## src/rtl/mem_arb_pkg.sv

```systemverilog
// mem_arb_pkg: shared types and width defaults for the memory arbiter.
package mem_arb_pkg;
    localparam int ADDR_W_DEFAULT = 16;
    localparam int DATA_W_DEFAULT = 16;
    typedef enum logic [1:0] {ARB_IDLE, ARB_SERVE_I, ARB_SERVE_D} arb_state_t;
    typedef enum logic {PORT_I, PORT_D} port_t;
endpackage

```

## src/rtl/mem_arb_grant.sv

```systemverilog
// mem_arb_grant: picks the winning port; MEM_ARB_ROUND_ROBIN_EN adds a last_grant register for alternation.
module mem_arb_grant
    import mem_arb_pkg::*;
(
`ifdef MEM_ARB_ROUND_ROBIN_EN
    input  logic       clk,
    input  logic       rst_n,
    input  logic       grant,
`endif
    input  logic [1:0] req,
    output port_t      winner
);
`ifdef MEM_ARB_ROUND_ROBIN_EN
    port_t last_grant;
    always_ff @(posedge clk or negedge rst_n) begin
        if (!rst_n) last_grant <= PORT_I;
        else if (grant) last_grant <= winner;
    end
    // Contention goes to whichever port did not win last time.
    always_comb winner = &req ? (last_grant == PORT_D ? PORT_I : PORT_D)
                              : (req[PORT_D] ? PORT_D : PORT_I);
`else
    always_comb winner = req[PORT_D] ? PORT_D : PORT_I;
`endif
endmodule

```

## src/rtl/mem_arbiter.sv

```systemverilog
// mem_arbiter: shares one memory port between fetch and data requesters; MEM_ARB_ROUND_ROBIN_EN selects round-robin instead of data priority.
module mem_arbiter
    import mem_arb_pkg::*;
#(
    parameter int ADDR_W = ADDR_W_DEFAULT,
    parameter int DATA_W = DATA_W_DEFAULT
) (
    input  logic                clk,
    input  logic                rst_n,
    input  logic                i_read,
    input  logic [ADDR_W-1:0]   i_address,
    output logic [DATA_W-1:0]   i_rdata,
    output logic                i_resp,
    input  logic                d_read,
    input  logic                d_write,
    input  logic [DATA_W/8-1:0] d_byte_enable,
    input  logic [ADDR_W-1:0]   d_address,
    input  logic [DATA_W-1:0]   d_wdata,
    output logic [DATA_W-1:0]   d_rdata,
    output logic                d_resp,
    output logic                mem_read,
    output logic                mem_write,
    output logic [DATA_W/8-1:0] mem_byte_enable,
    output logic [ADDR_W-1:0]   mem_address,
    output logic [DATA_W-1:0]   mem_wdata,
    input  logic                mem_resp,
    input  logic [DATA_W-1:0]   mem_rdata
);
    arb_state_t state, state_nxt;
    port_t      winner;
    logic [1:0] req;
    logic       load, done, win_wr;
    assign req = {d_read | d_write, i_read};
    mem_arb_grant u_grant (
`ifdef MEM_ARB_ROUND_ROBIN_EN
        .clk    (clk),
        .rst_n  (rst_n),
        .grant  (load),
`endif
        .req    (req),
        .winner (winner)
    );
    always_ff @(posedge clk or negedge rst_n) begin
        if (!rst_n) state <= ARB_IDLE;
        else state <= state_nxt;
    end
    always_comb begin
        load      = state == ARB_IDLE && |req;
        done      = state != ARB_IDLE && mem_resp;
        i_resp    = state == ARB_SERVE_I && mem_resp;
        d_resp    = state == ARB_SERVE_D && mem_resp;
        win_wr    = winner == PORT_D && d_write;
        state_nxt = state;
        if (load) state_nxt = winner == PORT_D ? ARB_SERVE_D : ARB_SERVE_I;
        else if (done) state_nxt = ARB_IDLE;
    end
    assign i_rdata = mem_rdata;
    assign d_rdata = mem_rdata;
    // Memory sees only these captured values, so requester changes mid-transaction are invisible to it.
    always_ff @(posedge clk or negedge rst_n) begin
        if (!rst_n) begin
            mem_read        <= 1'b0;
            mem_write       <= 1'b0;
            mem_byte_enable <= '0;
            mem_address     <= '0;
            mem_wdata       <= '0;
        end else if (load) begin
            mem_read        <= !win_wr;
            mem_write       <= win_wr;
            mem_byte_enable <= win_wr ? d_byte_enable : '1;
            mem_address     <= winner == PORT_D ? d_address : i_address;
            mem_wdata       <= winner == PORT_D ? d_wdata : '0;
        end else if (done) begin
            mem_read        <= 1'b0;
            mem_write       <= 1'b0;
        end
    end
endmodule

```

## config.mk

```make
export PLATFORM = sky130hd
export DESIGN_NAME = mem_arbiter
export DESIGN_NICKNAME = d
export VERILOG_FILES = /design/src/rtl/mem_arb_pkg.sv /design/src/rtl/mem_arb_grant.sv /design/src/rtl/mem_arbiter.sv
export SDC_FILE = /design/constraint.sdc
export NUM_CORES = 1
export LEC_CHECK = 0
export BUFFER_PORTS_ARGS = -buffer_cell sky130_fd_sc_hd__buf_2
export CORE_ASPECT_RATIO = 1.25
export CORE_MARGIN = 5
export CORE_UTILIZATION = 44
export CTS_CLUSTER_SIZE = 20
export DETAILED_ROUTE_END_ITERATION = 10
export MAX_ROUTING_LAYER = met4
export PLACE_DENSITY = 0.86
export SLEW_MARGIN = 40
export SYNTH_ARGS = -nofsm -noshare
export SYNTH_HDL_FRONTEND = slang
export SYNTH_SLANG_ARGS = --single-unit
```

## constraint.sdc

```tcl
create_clock -name clk -period 3.7 [get_ports clk]
set_input_delay 0 -clock clk [delete_from_list [all_inputs] [get_ports clk]]
set_output_delay 0 -clock clk [all_outputs]
set_load 0.02 [all_outputs]
```

==> impl_metrics.json, run 1 <==
{
  "irDropWorstVdd_mv": 0.372,
  "drc": 0,
  "crit_path_end_kind": "flip-flop",
  "finalCriticalPeriod_ps": 1700,
  "pwr-share-clk_pct": 13.7,
  "clock-skew-final_ps": 4.05,
  "cts-root-buf": "clkbuf_8",
  "grt_pass1_wl_um": 7490,
  "die_width_um": 69.4,
  "worstMarginPinSlew_ps": 774,
  "holdWs_ps": 0.00783,
  "worstPathArrival_ps": 1870,
  "sw_frac_of_total_pct": 40.1,
  "ys_ff_latch": 38,
  "dpl.hpwl_um": 3110,
  "cts_buffer_depth": 2,
  "synth.mux.area_fraction_pct": 20.9,
  "min_path_type": "in -> out",
  "yosysWarnings": 0,
  "crit_type": "reg -> reg",
  "dp_cells": 259,
  "synth_fa_ha_area_share_pct": 0,
  "final_hold_viol_count": 0,
  "synth_xor_area_share_pct": 0,
  "synth.largest_area_cell": "dfrtp_1",
  "vias_per_cell": 4.84,
  "cts_tree": "done",
  "fin_area_sq_um": 2460,
  "setup_viol": 0,
  "drive_above_1_share_pct": 60.4,
  "ctsResizeCount": 0,
  "core-area_sq_um": 4320,
  "fin_crit_sh_pct": 46.0,
  "total_power_mw": 1.87,
  "netlist.area_leader.share_pct": 49.1,
  "tns_ps": 0,
  "post-route-util_pct": 56.9,
  "vias": 1380,
  "clk_latency_ps": 280,
  "internal-power_mw": 1.12,
  "slew_viol_final": 0,
  "synth_area_sq_um": 1940,
  "fillers": 402,
  "pre_cts_slack_ps": 1930,
  "layout.cells.non_filler": 285,
  "combPwrFrac_pct": 47.5,
  "gp_congestion": 0.755,
  "slowest_stage": "dfrtp_1",
  "drt_iter0_markers": 33,
  "portBuffers": 93,
  "fin_ws_ps": 2000,
  "drt-pass1-iter-count": 4,
  "grt_max_degree": 39,
  "power_leakage_nw": 1.25,
  "grt_pass1_vias": 1568,
  "antenna_found_initial": 0,
  "overflow": 0,
  "antenna_left": 0,
  "cp_max_fo": 21,
  "rows": 27,
  "grt_use_total_pct": 16.7,
  "path_cells": "nor2_2, o31ai_4, buf_4, mux2_2",
  "clkSinkCount": 38,
  "drt-wirelength-per-cell_um": 15.7,
  "yosys.cell_types.count": 24,
  "max_freq_ghz": 0.587,
  "synth_seq_area_share_pct": 49.1,
  "cp.required_ps": 3870,
  "crit_path_start_kind": "flip-flop",
  "synth_compound_area_share_pct": 10.5,
  "drt-total-wl_um": 4470,
  "syn_nets": 218,
  "ios": 142,
  "yosys.area_share.simple_pct": 4.00,
  "grt_setup_unrepaired": "false",
  "p_switching_mw": 0.751,
  "synth_area_per_cell_sq_um": 13.3,
  "htree_num_levels": 2,
  "cp_slowest_stage_delay_ps": 530,
  "synth_top_family_by_area": "multiplexers",
  "synth.area.top_cells": "dfrtp_1 (49%), mux2_2 (13%), buf_4 (12%), a22o_1 (7.2%), mux2_4 (7.0%)",
  "die_area_sq_um": 5840,
  "antennaDiodeCount": 0,
  "initial_core_util_pct": 44.8,
  "powerDensity_nw_per_um2": 762,
  "run_status": "finished clean",
  "seqPwrFrac_pct": 38.8,
  "clk_pin_slew_ps": 70,
  "relSlewSlack_pct": 48.4,
  "die_height_um": 84.2,
  "numCtsBuffers": 5,
  "syn2layout_area_growth_pct": 27.0,
  "cap_violations": 0,
  "nets": 299,
  "place_area_sq_um": 2190,
  "synth_cells": 146
}
-- routing by layer --
| layer | GRT usage, % | routed length, um | share of wire, % |
|---|---|---|---|
| met3 | 4.67 | 268 | 6.0 |
| met2 | 29.3 | 2470 | 55 |
| met1 | 17.0 | 1590 | 36 |
| met4 | 8.35 | 143 | 3.2 |
| met5 | - | 0 | 0 |
-- flip-flops by register name, summed over array words and instances (netlist names) --
register         cells
mem_read             1
mem_address         16
mem_wdata           16
mem_write            1
mem_byte_enable      2
state                2
-- path summary, 6_finish.rpt --
kind / from / end / slack (ps) / depth (start not counted)
worst min-delay path: mem_rdata[14] / d_rdata[14] / 0.008 / 0
worst min register to register: mem_wdata[7]$_DFFE_PN0P_ / mem_wdata[7]$_DFFE_PN0P_ / 500 / 1
worst max register to register: state[1]$_DFFE_PN0P_ / mem_address[12]$_DFFE_PN0P_ / 2000 / 4
max in group asynchronous: rst_n / mem_address[5]$_DFFE_PN0P_ / 3160 / 2
min in group asynchronous: rst_n / mem_byte_enable[0]$_DFFE_PN0P_ / 220 / 2
worst max-delay path: state[1]$_DFFE_PN0P_ / mem_address[12]$_DFFE_PN0P_ / 2000 / 4
-- power groups by stage --
stage / sequential, mW / clock (mW) / combinational (mW)
floorplan: 0.968 / 0 / 0.392
global placement: 0.725 / 0 / 0.866
detailed placement: 0.731 / 0 / 0.884
CTS: 0.725 / 0.270 / 0.901
global route: 0.752 / 0.291 / 0.954
finish: 0.727 / 0.257 / 0.891
-- timing repair --
action | 4_1_cts | 5_1_grt
buffers inserted | 0 | 0
hold buffers | 19 | 0
hold endpoints to repair | 56 | 0
-- layout by cell type, fill, tap and decap left out, drive strengths merged --
master / Yosys / routed
buf: 39 / 94
dfrtp: 38 / 38
mux2: 32 / 32
dlygate4sd3: 0 / 19
a22o: 16 / 16
clkbuf: 0 / 7
inv: 3 / 3
nor2: 3 / 3
nand2: 2 / 2
nor4b: 2 / 2
a21oi: 2 / 2
nor3b: 1 / 1
nor3: 1 / 1
o31ai: 1 / 1
a32o: 1 / 1
a21o: 1 / 1
o21ai: 1 / 1
mux2i: 1 / 1
and2: 1 / 1
a31o: 1 / 1
-- synth_stat cells (all sizes together) --
cell	n
buf	39
dfrtp	38
mux2	32
a22o	16
inv	3
nor2	3
a21oi	2
nand2	2
nor4b	2
a21o	1
a31o	1
a32o	1
and2	1
mux2i	1
nor3	1
nor3b	1
o21ai	1
o31ai	1
-- layout make-up --
| type | count | area, sq um | share of cell area (%) |
|---|---|---|---|
| Timing Repair Buffer | 113 | 666 | 27.0 |
| Sequential cell | 38 | 951 | 38.6 |
| Multi-Input combinational cell | 66 | 684 | 27.8 |
| Tap cell | 58 | 72.6 | 2.95 |
| Inverter | 3 | 11.3 | 0.458 |
| Clock buffer | 7 | 76.3 | 3.10 |
-- cells by family (layout without fill, tap and decap cells) --
group | Yosys count | in the layout
compound gates | 23 | 23
flops | 38 | 38
simple gates | 10 | 10
mux | 33 | 33
buf+inv | 42 | 123
-- critical path, delay by kind of cell, from the launching register on --
kind	cells	cell delay [ps]
muxes	1	360
buffers and inverters	1	390
DFF	1	530
AOI/OAI and AO/OA	1	200
and+or+nand+nor	1	100
No activity file was read; power rests on OpenSTA's default activity.
==> run 2: changes to the inputs <==
CORE_UTILIZATION = 36   (was 44)
PLACE_DENSITY = 0.75   (was 0.86)
clock period = 1.55 ns   (was 3.7 ns; I/O delays follow)
==> run 2 against run 1 <==
Net effect:
- cell count grew 3.9%
- routed wire length is 3.2% lower
- clock power rose to 2.7 times the previous value
- largest power group unchanged
==> impl_metrics.json, run 2 (synthesized netlist as in run 1, its figures left out) <==
{
  "path_cells": "nor2_2, o31ai_4, buf_4, mux2_2",
  "fin_crit_sh_pct": 83.6,
  "post-route-util_pct": 49.1,
  "initial_core_util_pct": 37.6,
  "clock-skew-final_ps": 7.03,
  "clk_pin_slew_ps": 80,
  "crit_path_end_kind": "flip-flop",
  "hold_buffers": 19,
  "dp_cells": 269,
  "cp.required_ps": 1720,
  "slowest_stage": "dfrtp_1",
  "ctsResizeCount": 0,
  "core-area_sq_um": 5150,
  "die_area_sq_um": 6960,
  "setup_viol": 0,
  "post_cts_buffers": 0,
  "finalCriticalPeriod_ps": 1300,
  "vias_per_cell": 4.74,
  "cts-root-buf": "clkbuf_8",
  "drt-total-wl_um": 4320,
  "hold_start": "mem_rdata[3]",
  "run_status": "finished clean",
  "crit_path_start_kind": "flip-flop",
  "final_common_cell": "buf_2",
  "worstPathArrival_ps": 1460,
  "crit_type": "reg -> reg",
  "overflow": 0,
  "final_cell_mix": "buf_2 (92), dfrtp_1 (38), mux2_2 (23), dlygate4sd3_1 (19), a22o_1 (16)",
  "fin_area_sq_um": 2530,
  "worstMarginPinSlew_ps": 481,
  "reg_top3": "mem_address: 16 flops, mem_wdata: 16 flops",
  "antenna_found_initial": 0,
  "cp_top_family": "flip-flops",
  "die_width_um": 75.6,
  "htree_num_levels": 2,
  "antenna_left": 0,
  "grt_use_total_pct": 13.1,
  "grt_pass1_vias": 1499,
  "ios": 142,
  "final_hold_viol_count": 0,
  "cts_buffer_depth": 2,
  "cp_max_fo": 17,
  "cap_violations": 0,
  "cp_slowest_stage_delay_ps": 390,
  "place_area_sq_um": 2240,
  "fillers": 464,
  "total_power_mw": 4.57,
  "die_height_um": 92.0,
  "max_freq_ghz": 0.772,
  "drt_iter0_markers": 33,
  "dpl.hpwl_um": 3170,
  "r2r-start": "state[0]$_DFFE_PN0P_",
  "grt_setup_unrepaired": "false",
  "antennaDiodeCount": 0,
  "grt_max_degree": 39,
  "syn2layout_area_growth_pct": 30.5,
  "portBuffers": 93,
  "cts_tree": "done",
  "relSlewSlack_pct": 68.0,
  "min_path_type": "in -> out",
  "numCtsBuffers": 5,
  "tns_ps": 0,
  "powerDensity_nw_per_um2": 1810,
  "clk_latency_ps": 280,
  "nets": 305,
  "path_buf_inv": 1,
  "layout.cells.non_filler": 296,
  "grt_pass1_wl_um": 6930,
  "irDropWorstVdd_mv": 0.908,
  "clkSinkCount": 38,
  "vias": 1404,
  "power_leakage_nw": 1.29,
  "drc": 0,
  "drt-pass1-iter-count": 4,
  "crit_start": "state[0]$_DFFE_PN0P_",
  "slew_viol_final": 0,
  "drt-wirelength-per-cell_um": 14.6,
  "drive_above_1_share_pct": 62.4,
  "gp_congestion": 0.667,
  "rows": 29
}
[run 2: final timing paths]
| path | cells past startpoint | slack, ps | endpoint |
|---|---|---|---|
| hold / removal | 0 | 0.005 | i_rdata[3] |
| setup / recovery | 4 | 250 | mem_address[4]$_DFFE_PN0P_ |
| max in group asynchronous | 2 | 990 | mem_wdata[3]$_DFFE_PN0P_ |
| min in group asynchronous | 2 | 210 | mem_wdata[13]$_DFFE_PN0P_ |
| hold reg to reg | 1 | 490 | mem_wdata[14]$_DFFE_PN0P_ |
| setup reg to reg | 4 | 250 | mem_address[4]$_DFFE_PN0P_ |
[run 2: worst register-to-register path: stages, from the launching register on]
cell	delay [ps]
dfrtp_1	390
nor2_2	190
o31ai_4	100
buf_4	210
mux2_2	290
[run 2: per-stage QoR]
step / hold slack [ps] / worst slack, ps
6_report: 0.00473 / 255
5_1_grt: 0.0460 / 168
4_1_cts: 0.211 / 248
3_5_place_dp: 0.211 / 265
3_3_place_gp: 0.211 / 295
2_1_floorplan: -296 / 204
[run 2: metal layers]
metal,GRT usage [%],routed length [um],vias up
met5,-,0,-
met4,4.81,102,0
met3,3.83,390,15
met2,21.6,2210,60
met1,14.8,1620,674
li1,-,-,655
[run 2: where the power goes]
part	total, mW	internal (mW)	switching, mW
clock	0.689	0.357	0.331
sequential	1.71	1.47	0.241
combinational	2.17	0.940	1.23
[run 2: final cells by class]
cell class	instances	area, sq um	area share, %
Inverter	3	11.3	0.445
Tap cell	62	77.6	3.07
Clock inverter	2	12.5	0.495
Multi-Input combinational cell	66	684	27.1
Timing Repair Buffer	119	711	28.1
Clock buffer	6	82.6	3.26
Sequential cell	38	951	37.6
==> run 3: changes to the inputs <==
CORE_UTILIZATION = 40   (was 36)
PLACE_DENSITY = 0.79   (was 0.75)
clock period = 1.2 ns   (was 1.55 ns; I/O delays follow)
==> run 3 against run 2 <==
Net effect:
- the run now ends with negative setup slack left
- critical path depth did not move
- die area fell by 8.8%
- via count rose by 1.4%
- clock power rose by 14%
- non-clock buffer count rose by 6
- design area rose by 3.9%
- sequential power rose by 30%
- power rose by 32%
- critical path type unchanged
- highest routed layer unchanged
==> impl_metrics.json, run 3 (synthesized netlist as in run 1, its figures left out) <==
{
  "powerDensity_nw_per_um2": 2290,
  "ios": 142,
  "drt-total-wl_um": 4410,
  "cts_tree": "done",
  "clk_latency_ps": 280,
  "cap_violations": 0,
  "violations": "negative setup slack",
  "crit_path_end_kind": "flip-flop",
  "clk_pin_slew_ps": 60,
  "combPwrFrac_pct": 49.9,
  "final_cell_mix": "buf_2 (91), dfrtp_1 (38), mux2_2 (23), dlygate4sd3_1 (19), a22o_1 (16)",
  "slew_viol_final": 0,
  "initial_core_util_pct": 41.0,
  "drt-wirelength-per-cell_um": 14.8,
  "numCtsBuffers": 5,
  "die_height_um": 87.8,
  "tns_ps": -170,
  "grt_use_total_pct": 14.4,
  "pwr-share-clk_pct": 13.0,
  "irDropWorstVdd_mv": 1.27,
  "final_common_cell": "buf_2",
  "drt-pass1-iter-count": 4,
  "rows": 28,
  "post-route-util_pct": 55.6,
  "final_hold_viol_count": 0,
  "nets": 311,
  "drive_above_1_share_pct": 62.8,
  "antenna_left": 0,
  "antenna_found_initial": 0,
  "sw_frac_of_total_pct": 38.9,
  "crit_type": "reg -> reg",
  "syn2layout_area_growth_pct": 35.6,
  "post_cts_buffers": 0,
  "power_leakage_nw": 1.33,
  "core-area_sq_um": 4730,
  "grt_pass1_vias": 1533,
  "htree_num_levels": 2,
  "fin_ws_ps": -22.3,
  "worstPathArrival_ps": 1390,
  "die_area_sq_um": 6350,
  "dpl.hpwl_um": 3260,
  "grt_setup_unrepaired": "true",
  "clkSinkCount": 38,
  "holdWs_ps": 0.00972,
  "relSlewSlack_pct": 71.4,
  "seqPwrFrac_pct": 37.0,
  "gp_congestion": 0.734,
  "cts-root-buf": "clkbuf_8",
  "reg_top3": "mem_address: 16 flops, mem_wdata: 16 flops",
  "grt_max_degree": 23,
  "portBuffers": 93,
  "crit_path_start_kind": "flip-flop",
  "clock-skew-final_ps": 0.646,
  "die_width_um": 72.3,
  "vias": 1424,
  "internal-power_mw": 3.68,
  "worstMarginPinSlew_ps": 430,
  "max_freq_ghz": 0.818,
  "cp_max_fo": 19,
  "fin_crit_sh_pct": 102,
  "antennaDiodeCount": 0,
  "drt_iter0_markers": 31,
  "vias_per_cell": 4.76,
  "setup_viol": 16,
  "min_path_type": "in -> out",
  "drc": 0,
  "run_status": "complete, but fails checks",
  "cts_buffer_depth": 2,
  "grt_pass1_wl_um": 6790,
  "finalCriticalPeriod_ps": 1220,
  "cp.required_ps": 1360,
  "p_switching_mw": 2.34,
  "overflow": 0
}
[run 3: worst max-delay path, cell delays in order, from the launching register on]
cell and delay (ps):
dfrtp_1 410, nor2_4 150, o31ai_4 110, buf_12 170
mux2_2 270
[run 3: per-stage QoR]
| step | cell area, sq um | setup WS, ps | cells | total power, mW |
|---|---|---|---|---|
| 6_report | 2630 | -22.3 | 299 | 6.02 |
| 5_1_grt | 2630 | -59.1 | 299 | 6.42 |
| 4_1_cts | 2620 | -24.8 | 299 | 6.10 |
| 3_5_place_dp | 2330 | -33.2 | 272 | 5.19 |
| 3_3_place_gp | 2330 | -1.98 | 272 | 5.11 |
| 2_1_floorplan | 1950 | -72.4 | 146 | 4.24 |
[run 3: final cells by class]
cell class              instances  area, sq um
inverters                       3         11.3
flip-flops and latches         38          951
well taps                      60         75.1
clock buffers                   7         76.3
multi-input cells              66          694
fillers                       412         2100
repair buffers                125          820
[run 3: what timing repair did]
| action | CTS | global route |
|---|---|---|
| cloned | 1 | 0 |
| hold buffers | 19 | 0 |
| gates resized for setup | 5 | 3 |
| hold endpoints to repair | 56 | 0 |
| pin swaps | 3 | 10 |
| setup endpoints to repair | 28 | 36 |
[run 3: final timing paths]
kind	start	end	slack, ps	cells after the start
worst max-delay path	state[0]$_DFFE_PN0P_	mem_address[8]$_DFFE_PN0P_	-20	4
worst min register to register	mem_wdata[11]$_DFFE_PN0P_	mem_wdata[11]$_DFFE_PN0P_	500	1
worst min-delay path	mem_rdata[11]	d_rdata[11]	0.01	0
worst max register to register	state[0]$_DFFE_PN0P_	mem_address[8]$_DFFE_PN0P_	-20	4
max in group asynchronous	rst_n	mem_wdata[6]$_DFFE_PN0P_	560	3
min in group asynchronous	rst_n	mem_address[9]$_DFFE_PN0P_	190	2
[run 3: power by group through the flow]
| stage | registers, mW | clock network, mW | logic (mW) |
|---|---|---|---|
| after floorplan | 2.99 | 0 | 1.25 |
| after global placement | 2.23 | 0 | 2.88 |
| after detailed placement | 2.24 | 0 | 2.95 |
| after CTS | 2.23 | 0.824 | 3.04 |
| after global routing | 2.32 | 0.879 | 3.22 |
| final | 2.23 | 0.784 | 3.01 |
[run 3: per-layer routing]
layer  part of all wire (%)  global-route usage (%)
met3                    8.7                    4.48
met2                     53                    25.0
met5                      0                       -
met4                    1.7                    5.81
met1                     37                    15.0
